--- config.mk ---
export PLATFORM = sky130hd
export DESIGN_NAME = dma_job_scheduler_flat
export DESIGN_NICKNAME = d
export VERILOG_FILES = /design/src/rtl/dma_job_scheduler_if.sv /design/src/rtl/dma_job_scheduler.sv /design/src/flat_wrapper.sv
export SDC_FILE = /design/constraint.sdc
export NUM_CORES = 1
export LEC_CHECK = 0
export CORE_AREA = 2 2 135 137
export DETAILED_ROUTE_END_ITERATION = 7
export DIE_AREA = 0 0 137 139
export GPL_TIMING_DRIVEN = 0
export MAX_ROUTING_LAYER = met4
export PLACE_DENSITY_LB_ADDON = 0.3
export RECOVER_POWER = 50
export SKIP_LAST_GASP = 1
export SYNTH_ARGS = -nofsm -noshare
export SYNTH_HDL_FRONTEND = slang
export SYNTH_SLANG_ARGS = --single-unit
--- constraint.sdc ---
create_clock -name clk -period 6.85 [get_ports clk]
set_input_delay 1.0275 -clock clk [delete_from_list [all_inputs] [get_ports clk]]
set_output_delay 1.0275 -clock clk [all_outputs]
set_load 0.05 [all_outputs]
--- src/rtl/dma_job_scheduler_if.sv ---
// Requester/engine-facing signal bundle of the DMA job scheduler.
// The scheduler uses the slave view; the environment drives through the master view.
interface dma_job_scheduler_if #(
  parameter int NUM_CH     = 4,
  parameter int ADDR_WIDTH = 32
);
  logic [NUM_CH-1:0]            i_req;
  logic [NUM_CH*ADDR_WIDTH-1:0] i_addr;
  logic [NUM_CH*32-1:0]         i_len;
  logic [NUM_CH-1:0]            o_ack;
  logic [NUM_CH-1:0]            o_ch_done;
  logic [NUM_CH-1:0]            o_ch_error;
  logic                         o_busy;
  logic                         o_hung;
  logic                         o_eng_start;
  logic [ADDR_WIDTH-1:0]        o_eng_base_addr;
  logic [31:0]                  o_eng_total_len;
  logic                         i_eng_done;
  logic                         i_eng_error;

  modport slave (
    input  i_req, i_addr, i_len, i_eng_done, i_eng_error,
    output o_ack, o_ch_done, o_ch_error, o_busy, o_hung,
           o_eng_start, o_eng_base_addr, o_eng_total_len
  );

  modport master (
    output i_req, i_addr, i_len, i_eng_done, i_eng_error,
    input  o_ack, o_ch_done, o_ch_error, o_busy, o_hung,
           o_eng_start, o_eng_base_addr, o_eng_total_len
  );
endinterface

--- src/rtl/dma_job_scheduler.sv ---
// Round-robin job scheduler sharing one DMA engine between NUM_CH requesters,
// with alignment pre-check, start/done/error sequencing and a hang watchdog.
module dma_job_scheduler #(
  parameter int NUM_CH      = 4,
  parameter int ADDR_WIDTH  = 32,
  parameter int WDOG_CYCLES = 65536
) (
  input  logic               clk,
  input  logic               rst,
  dma_job_scheduler_if.slave bus
);
  localparam int CH_W = (NUM_CH > 1) ? $clog2(NUM_CH) : 1;
  localparam int IW   = CH_W + 1;
  localparam int WD_W = $clog2(WDOG_CYCLES);

  typedef enum logic [2:0] {
    S_IDLE, S_CHECK, S_START, S_WAIT, S_REPORT, S_HALT
  } state_t;

  state_t                state_q, state_d;
  logic [CH_W-1:0]       rr_ptr_q, rr_ptr_d;
  logic [CH_W-1:0]       ch_q, ch_d;
  logic [ADDR_WIDTH-1:0] addr_q, addr_d;
  logic [31:0]           len_q, len_d;
  logic                  err_q, err_d;
  logic                  hung_q, hung_d;
  logic [WD_W-1:0]       wdog_q, wdog_d;
  logic [WD_W-1:0]       wdog_inc;

  logic [ADDR_WIDTH-1:0] req_addr [NUM_CH];
  logic [31:0]           req_len  [NUM_CH];

  for (genvar gi = 0; gi < NUM_CH; gi++) begin : g_unpack
    assign req_addr[gi] = bus.i_addr[gi*ADDR_WIDTH +: ADDR_WIDTH];
    assign req_len[gi]  = bus.i_len[gi*32 +: 32];
  end

  // First requesting channel at or above rr_ptr, wrapping modulo NUM_CH.
  logic            grant_vld;
  logic [CH_W-1:0] grant_ch;
  logic [IW-1:0]   idx;

  always_comb begin
    grant_vld = 1'b0;
    grant_ch  = '0;
    idx       = '0;
    for (int i = 0; i < NUM_CH; i++) begin
      idx = {1'b0, rr_ptr_q} + IW'(i);
      if (idx >= IW'(NUM_CH)) begin
        idx = idx - IW'(NUM_CH);
      end
      if (!grant_vld && bus.i_req[idx[CH_W-1:0]]) begin
        grant_vld = 1'b1;
        grant_ch  = idx[CH_W-1:0];
      end
    end
  end

  always_ff @(posedge clk or posedge rst) begin
    if (rst) begin
      state_q  <= S_IDLE;
      rr_ptr_q <= '0;
      ch_q     <= '0;
      addr_q   <= '0;
      len_q    <= '0;
      err_q    <= 1'b0;
      hung_q   <= 1'b0;
      wdog_q   <= '0;
    end else begin
      state_q  <= state_d;
      rr_ptr_q <= rr_ptr_d;
      ch_q     <= ch_d;
      addr_q   <= addr_d;
      len_q    <= len_d;
      err_q    <= err_d;
      hung_q   <= hung_d;
      wdog_q   <= wdog_d;
    end
  end

  always_comb begin
    state_d  = state_q;
    rr_ptr_d = rr_ptr_q;
    ch_d     = ch_q;
    addr_d   = addr_q;
    len_d    = len_q;
    err_d    = err_q;
    hung_d   = hung_q;
    wdog_d   = wdog_q;
    wdog_inc = wdog_q + WD_W'(1);
    case (state_q)
      S_IDLE: begin
        if (grant_vld) begin
          ch_d     = grant_ch;
          addr_d   = req_addr[grant_ch];
          len_d    = req_len[grant_ch];
          rr_ptr_d = (grant_ch == CH_W'(NUM_CH - 1)) ? '0 : grant_ch + CH_W'(1);
          state_d  = S_CHECK;
        end
      end
      S_CHECK: begin
        // Illegal jobs are reported directly and never reach the engine.
        if ((addr_q[5:0] != 6'd0) || (len_q[1:0] != 2'd0) || (len_q == 32'd0)) begin
          err_d   = 1'b1;
          state_d = S_REPORT;
        end else begin
          err_d   = 1'b0;
          state_d = S_START;
        end
      end
      S_START: begin
        wdog_d  = '0;
        state_d = S_WAIT;
      end
      S_WAIT: begin
        wdog_d = wdog_inc;
        if (bus.i_eng_error) begin
          err_d   = 1'b1;
          state_d = S_REPORT;
        end else if (bus.i_eng_done) begin
          err_d   = 1'b0;
          state_d = S_REPORT;
        end else if (wdog_inc == WD_W'(WDOG_CYCLES - 1)) begin
          err_d   = 1'b1;
          hung_d  = 1'b1;
          state_d = S_REPORT;
        end
      end
      S_REPORT: state_d = hung_q ? S_HALT : S_IDLE;
      S_HALT:   state_d = S_HALT;
      default:  state_d = S_IDLE;
    endcase
  end

  logic [NUM_CH-1:0] ch_onehot;

  always_comb begin
    ch_onehot           = '0;
    ch_onehot[ch_q]     = 1'b1;
    bus.o_ack           = (state_q == S_CHECK) ? ch_onehot : '0;
    bus.o_ch_done       = (state_q == S_REPORT) ? ch_onehot : '0;
    bus.o_ch_error      = (state_q == S_REPORT && err_q) ? ch_onehot : '0;
    bus.o_busy          = (state_q != S_IDLE);
    bus.o_hung          = hung_q;
    bus.o_eng_start     = (state_q == S_START);
    bus.o_eng_base_addr = addr_q;
    bus.o_eng_total_len = len_q;
  end
endmodule

--- src/flat_wrapper.sv ---
// flat-port wrapper written by rule: the top's interface ports become plain ports
module dma_job_scheduler_flat 
#(
  parameter int NUM_CH      = 4,
  parameter int ADDR_WIDTH  = 32,
  parameter int WDOG_CYCLES = 65536
)
  (clk, rst, bus_i_req, bus_i_addr, bus_i_len, bus_i_eng_done, bus_i_eng_error, bus_o_ack, bus_o_ch_done, bus_o_ch_error, bus_o_busy, bus_o_hung, bus_o_eng_start, bus_o_eng_base_addr, bus_o_eng_total_len);
  dma_job_scheduler_if #(.NUM_CH(NUM_CH), .ADDR_WIDTH(ADDR_WIDTH)) bus_i ();
  input  logic clk;
  input  logic rst;
  input wire logic [$bits(bus_i.i_req)-1:0] bus_i_req;
  input wire logic [$bits(bus_i.i_addr)-1:0] bus_i_addr;
  input wire logic [$bits(bus_i.i_len)-1:0] bus_i_len;
  input wire logic [$bits(bus_i.i_eng_done)-1:0] bus_i_eng_done;
  input wire logic [$bits(bus_i.i_eng_error)-1:0] bus_i_eng_error;
  output wire logic [$bits(bus_i.o_ack)-1:0] bus_o_ack;
  output wire logic [$bits(bus_i.o_ch_done)-1:0] bus_o_ch_done;
  output wire logic [$bits(bus_i.o_ch_error)-1:0] bus_o_ch_error;
  output wire logic [$bits(bus_i.o_busy)-1:0] bus_o_busy;
  output wire logic [$bits(bus_i.o_hung)-1:0] bus_o_hung;
  output wire logic [$bits(bus_i.o_eng_start)-1:0] bus_o_eng_start;
  output wire logic [$bits(bus_i.o_eng_base_addr)-1:0] bus_o_eng_base_addr;
  output wire logic [$bits(bus_i.o_eng_total_len)-1:0] bus_o_eng_total_len;
  assign bus_i.i_req = bus_i_req;
  assign bus_i.i_addr = bus_i_addr;
  assign bus_i.i_len = bus_i_len;
  assign bus_i.i_eng_done = bus_i_eng_done;
  assign bus_i.i_eng_error = bus_i_eng_error;
  assign bus_o_ack = bus_i.o_ack;
  assign bus_o_ch_done = bus_i.o_ch_done;
  assign bus_o_ch_error = bus_i.o_ch_error;
  assign bus_o_busy = bus_i.o_busy;
  assign bus_o_hung = bus_i.o_hung;
  assign bus_o_eng_start = bus_i.o_eng_start;
  assign bus_o_eng_base_addr = bus_i.o_eng_base_addr;
  assign bus_o_eng_total_len = bus_i.o_eng_total_len;
  dma_job_scheduler #(.NUM_CH(NUM_CH), .ADDR_WIDTH(ADDR_WIDTH), .WDOG_CYCLES(WDOG_CYCLES)) u_core (.clk(clk), .rst(rst), .bus(bus_i));
endmodule
; ---- Word-level counts from Yosys, hierarchy flattened
; Index checks and enable logic that the tools add are counted.
[word_totals]
register_bits = 89
input_bits = 264
word_cells = 106
output_inout_bits = 79
[op_classes]
n_lt_le_gt_ge = 11
bitwise = 3
mux = 45
reduce_logical = 21
eq_ne = 9
add_sub_neg = 9
[ops]
columns = op, count
row1 = binary-select mux 32 bit (select 2 bit), 2
row2 = two-way mux 32 bit, 4
row3 = zero test 32 bit, 1
row4 = case mux 16 bit (2 select lines), 1
row5 = two-way mux 2 bit, 9
row6 = two-way mux 3 bit, 6
row7 = case mux 3 bit (6 select lines), 1
row8 = "adder 16 x 1 -> 16 bit, second input constant", 1
row9 = "equality test 16 bit, second input constant", 1
row10 = "less-than comparator 2 x 3 -> 1 bit, second input constant", 5
row11 = two-way mux 1 bit, 13
row12 = ">= comparator 3 bit, second input constant", 4
row13 = two-way mux 4 bit, 3
row14 = binary-select mux 1 bit (select 2 bit), 4
row15 = "subtractor 2 x 1 -> 2 bit, second input constant", 4
row16 = "adder 2 x 2 -> 3 bit, second input constant", 2
row17 = "equality test 3 x 2 -> 1 bit, second input constant", 2
row18 = "equality test 3 bit, second input constant", 2
row19 = AND reduction 2 bit, 3
row20 = nonzero test 2 bit, 3
row21 = nonzero test 6 bit, 1
row22 = logical AND 1 bit, 5
row23 = "inequality test 4 x 3 -> 1 bit, second input constant", 1
row24 = AND reduction 4 bit, 1
row25 = other kinds (15), 19

; ---- Longest topological paths before layout
[depth]
depth_word = 18
depth_mapped = 9
mapped_depth_nobuf = 7

; ---- Least setup slack after synthesis
; No wires, ideal clock.
[synth_timing]
path_type = register to output
from = reg u_core.state_q[2]
to = out bus_o_ack[0]
path_stages_with_launch = 4
t_required_ns = 5.822
setup_slack_ns = 3.761
arrival_ns = 2.062
path_buffers = 1
cell_sequence = dfrtp_1 -> clkbuf_1 -> or3_1 -> nor3_1
[synth_between]
elab_chain_len = 2
[synth_lines]
columns = element, line_no
row1 = "start, declared", dma_job_scheduler.sv:20  ; state_t state_q, state_d;
row2 = "start signal, assigned", dma_job_scheduler.sv:70  ; state_q <= state_d;
row3 = equality test 3 x 1 -> 1 bit, dma_job_scheduler.sv:140  ; bus.o_ack = (state_q == S_CHECK) ? ch_onehot : '0;
row4 = two-way mux 4 bit, dma_job_scheduler.sv:140
row5 = "end, declared", flat_wrapper.sv:17  ; output wire logic [$bits(bus_i.o_ack)-1:0] bus_o_ack;
; No other way between the ends.

; ---- Worst setup path in the final report
; Ends and elaborated chain as after synthesis.

==> load_flow_metrics.sql <==
INSERT INTO impl_metrics (metric_group, metric, value, unit) VALUES
('yosys', 'number_of_enable_flip_flop_cells_after_synthesis', '0', ''),
('global_route', 'grt.overflow.total', '0', ''),
('sta', 'finalClockSkew', '0.00906', 'ns'),
('clock_tree', 'insertion_delay', '0.35', 'ns'),
('floorplan', 'floorplan.io_pins', '343', ''),
('clock_tree', 'cts-root-to-sink-buffers', '2', ''),
('yosys', 'synth_top_flop_cell', 'sky130_fd_sc_hd__dfrtp_1', ''),
('clock_tree', 'post_cts_resize_count', '0', ''),
('yosys', 'synth_top_area_share', '35.7', '%'),
('critical_path', 'critical_path.max_stage_delay', '0.85', 'ns'),
('finish', 'fillCellCount', '1667', ''),
('clock_tree', 'numClockSinks', '89', ''),
('yosys', 'synth.top_cells.by_count', '220 x sky130_fd_sc_hd__nand2_1, 89 x sky130_fd_sc_hd__dfrtp_1, 65 x sky130_fd_sc_hd__and3_1, 65 x sky130_fd_sc_hd__o31ai_1', ''),
('floorplan', 'placeableCoreArea', '0.0177', 'mm²'),
('yosys', 'syn_area', '0.00624', 'mm²'),
('route', 'dr_total_vias', '7366', ''),
('outcome', 'run_status', 'complete, but fails checks', ''),
('route', 'vias_per_cell', '5.27', ''),
('sta', 'rsz_0062_raised_after_global_routing', 'no', ''),
('yosys', 'synth-async-reset-ratio', '100', '%'),
('placement', 'portBuffers', '342', ''),
('floorplan', 'die-width', '137', 'µm'),
('power_and_ir_drop', 'power_report.internal_total', '2.07', 'mW'),
('global_route', 'grt_antenna_before_repair', '1', ''),
('critical_path', 'critPathCaptureType', 'output pin', ''),
('power_and_ir_drop', 'power_dens_cells', '414', 'mW/mm²'),
('yosys', 'share_of_the_yosys_chip_area_belonging_to_registers', '35.7', '%'),
('sta', 'max-slew-margin-rel', '-23.3', '%'),
('critical_path', 'timing.setup.critical_path_class', 'reg -> out', ''),
('sta', 'setup_tns', '0', 'ns'),
('sta', 'finalCriticalPeriod', '3.53', 'ns'),
('floorplan', 'die_area', '0.0190', 'mm²'),
('clock_tree', 'clock_tree_from_tritoncts', 'yes', ''),
('global_route', 'grt_pass1_wl', '40.7', 'mm'),
('yosys', 'post_synth_inst_count', '809', ''),
('placement', 'dpl-instance-area', '0.00998', 'mm²'),
('sta', 'period_share', '51.5', '%'),
('power_and_ir_drop', 'power_switching', '2.20', 'mW'),
('critical_path', 'timing.critical_path.cells', 'clkbuf_1, or3_1, nor3_1, clkdlybuf4s50_1', ''),
('clock_tree', 'cts.reportedPaths.clkPinSlew', '0.06', 'ns'),
('yosys', 'net_count_after_synthesis', '1076', ''),
('power_and_ir_drop', 'power_leakage', '4.36', 'nW'),
('critical_path', 'worstSetupStartpointType', 'flip-flop', ''),
('yosys', 'yosys_register_bits', '89', ''),
('power_and_ir_drop', 'share_clk_of_total_power', '13.1', '%'),
('flow_run', 'max_cap_viol_count', '1', ''),
('placement', 'dp.final_hpwl', '22.2', 'mm'),
('yosys', 'synth_most_common_cell', 'sky130_fd_sc_hd__nand2_1', ''),
('route', 'dr.pass1.iters', '5', ''),
('route', 'wl_per_cell', '19.5', 'µm'),
('yosys', 'netlist_top_cells_area', 'sky130_fd_sc_hd__dfrtp_1 36%, sky130_fd_sc_hd__nand2_1 13%, sky130_fd_sc_hd__o31ai_1 7.8%', ''),
('sta', 'number_of_slew_limit_violations_in_the_final_report', '38', ''),
('outcome', 'violated_checks', 'capacitance limit, slew limit', ''),
('sta', 'clock.fmax', '0.283', 'GHz'),
('power_and_ir_drop', 'worst_vdd_rail_ir_drop', '0.183', 'mV'),
('sta', 'worst_max_slew_pin_slew', '1.84', 'ns'),
('critical_path', 'highest_net_fanout_along_the_worst_path', '10', ''),
('worst_hold_path', 'min_path_type', 'reg -> reg', ''),
('yosys', 'yosysUniqueCellTypes', '50', ''),
('clock_tree', 'ctsHoldBuffers', '0', ''),
('route', 'drc_errors', '0', ''),
('floorplan', 'die_y', '139', 'µm'),
('finish', 'drive_gt1_share', '4.71', '%'),
('clock_tree', 'tritoncts.num_buffers', '9', ''),
('clock_tree', 'cts_setup_buffers', '0', ''),
('finish', 'final_design_area_no_fill', '0.0103', 'mm²'),
('placement', 'globalplace.congestion', '0.965', ''),
('route', 'routed_wl', '27.3', 'mm'),
('power_and_ir_drop', 'combPwrFrac', '65.1', '%'),
('global_route', 'largest_net_degree_at_the_start_of_global_routing', '53', ''),
('power_and_ir_drop', 'power.sequential.fraction', '21.8', '%');
==> final cells by class <==
| cell class | instances | area [µm²] | share of cell area, % |
|---|---|---|---|
| flip-flops and latches | 89 | 2230 | 21.6 |
| inverters | 10 | 38.8 | 0.377 |
| clock inverters | 5 | 85.1 | 0.826 |
| multi-input cells | 639 | 3620 | 35.1 |
| clock buffers | 11 | 253 | 2.45 |
| plain buffers | 71 | 340 | 3.30 |
| repair buffers | 343 | 3450 | 33.5 |
| diodes | 1 | 2.50 | 0.0243 |
| well taps | 229 | 287 | 2.78 |
==> layer usage <==
metal  share of wire [%]  wire (µm)  GRT usage, %
met1                  40      11000          35.6
met2                  52      14200          49.4
met3                 5.5       1500          6.29
met4                 2.0        548          6.35
met5                   0          0             -
==> cell usage in the layout, fill, tap and decap left out, drive strengths merged, types with 27 or more instances in the layout <==
cell type        n
dfrtp           89
o31ai           65
and3            66
a211oi          64
nand2          220
and2            64
nor2            29
clkbuf          55
buf             27
clkdlybuf4s50  323
==> through the flow <==
step,total power [mW],setup slack [ns],std cells,util (%)
after global routing,4.51,3.21,1398,58.3
after floorplan,2.69,3.52,809,-
after detailed placement,3.74,3.01,1381,56.5
after CTS,4.30,3.32,1397,58.4
final,4.27,3.32,1398,58.3
after global placement,3.70,1.86,1380,56.3
==> power groups by stage <==
stage,clock network [mW],registers [mW],logic (mW)
floorplan,0,1.55,1.15
global placement,0,0.927,2.78
detailed placement,0,0.936,2.80
CTS,0.569,0.930,2.80
global route,0.594,0.958,2.96
finish,0.560,0.930,2.78
==> worst register-to-register path: stages, from the launching register on <==
cell	delay [ns]
sky130_fd_sc_hd__dfrtp_1	0.45
sky130_fd_sc_hd__or3_1	0.39
sky130_fd_sc_hd__a21oi_1	0.45
sky130_fd_sc_hd__buf_2	0.34
sky130_fd_sc_hd__buf_2	0.30
sky130_fd_sc_hd__ha_1	0.22
sky130_fd_sc_hd__o21bai_1	0.08
sky130_fd_sc_hd__a22o_1	0.25
==> sequential cells by signal, summed over array words and instances, names as in the netlist <==
name and cells:
u_core.bus.o_eng_total_len 32, u_core.ch_q 2, u_core.wdog_q 16, u_core.bus.o_hung 1, u_core.bus.o_eng_base_addr 32, u_core.err_q 1, u_core.state_q 3, u_core.rr_ptr_q 2
==> final timing paths <==
check | startpoint | to | depth (start not counted)
min in group asynchronous | rst | u_core.bus.o_eng_total_len[10] | 2
max reg2reg | u_core.rr_ptr_q[1] | u_core.rr_ptr_q[0] | 7
max in group asynchronous | rst | u_core.bus.o_eng_base_addr[24] | 3
min | u_core.bus.o_eng_base_addr[17] | u_core.bus.o_eng_base_addr[17] | 2
min reg2reg | u_core.bus.o_eng_base_addr[17] | u_core.bus.o_eng_base_addr[17] | 2
max | u_core.state_q[2] | bus_o_ack[0] | 4
==> kinds of logic after synthesis <==
kind of cell    share of synthesized area, %
simple gates                            34.1
compound gates                          21.9
flops                                   35.7
buf+inv                                 6.06
mux                                     1.50
fa+ha+maj                              0.602
xor+xnor                               0.140
Note: power is estimated with default switching activity, not from simulation.
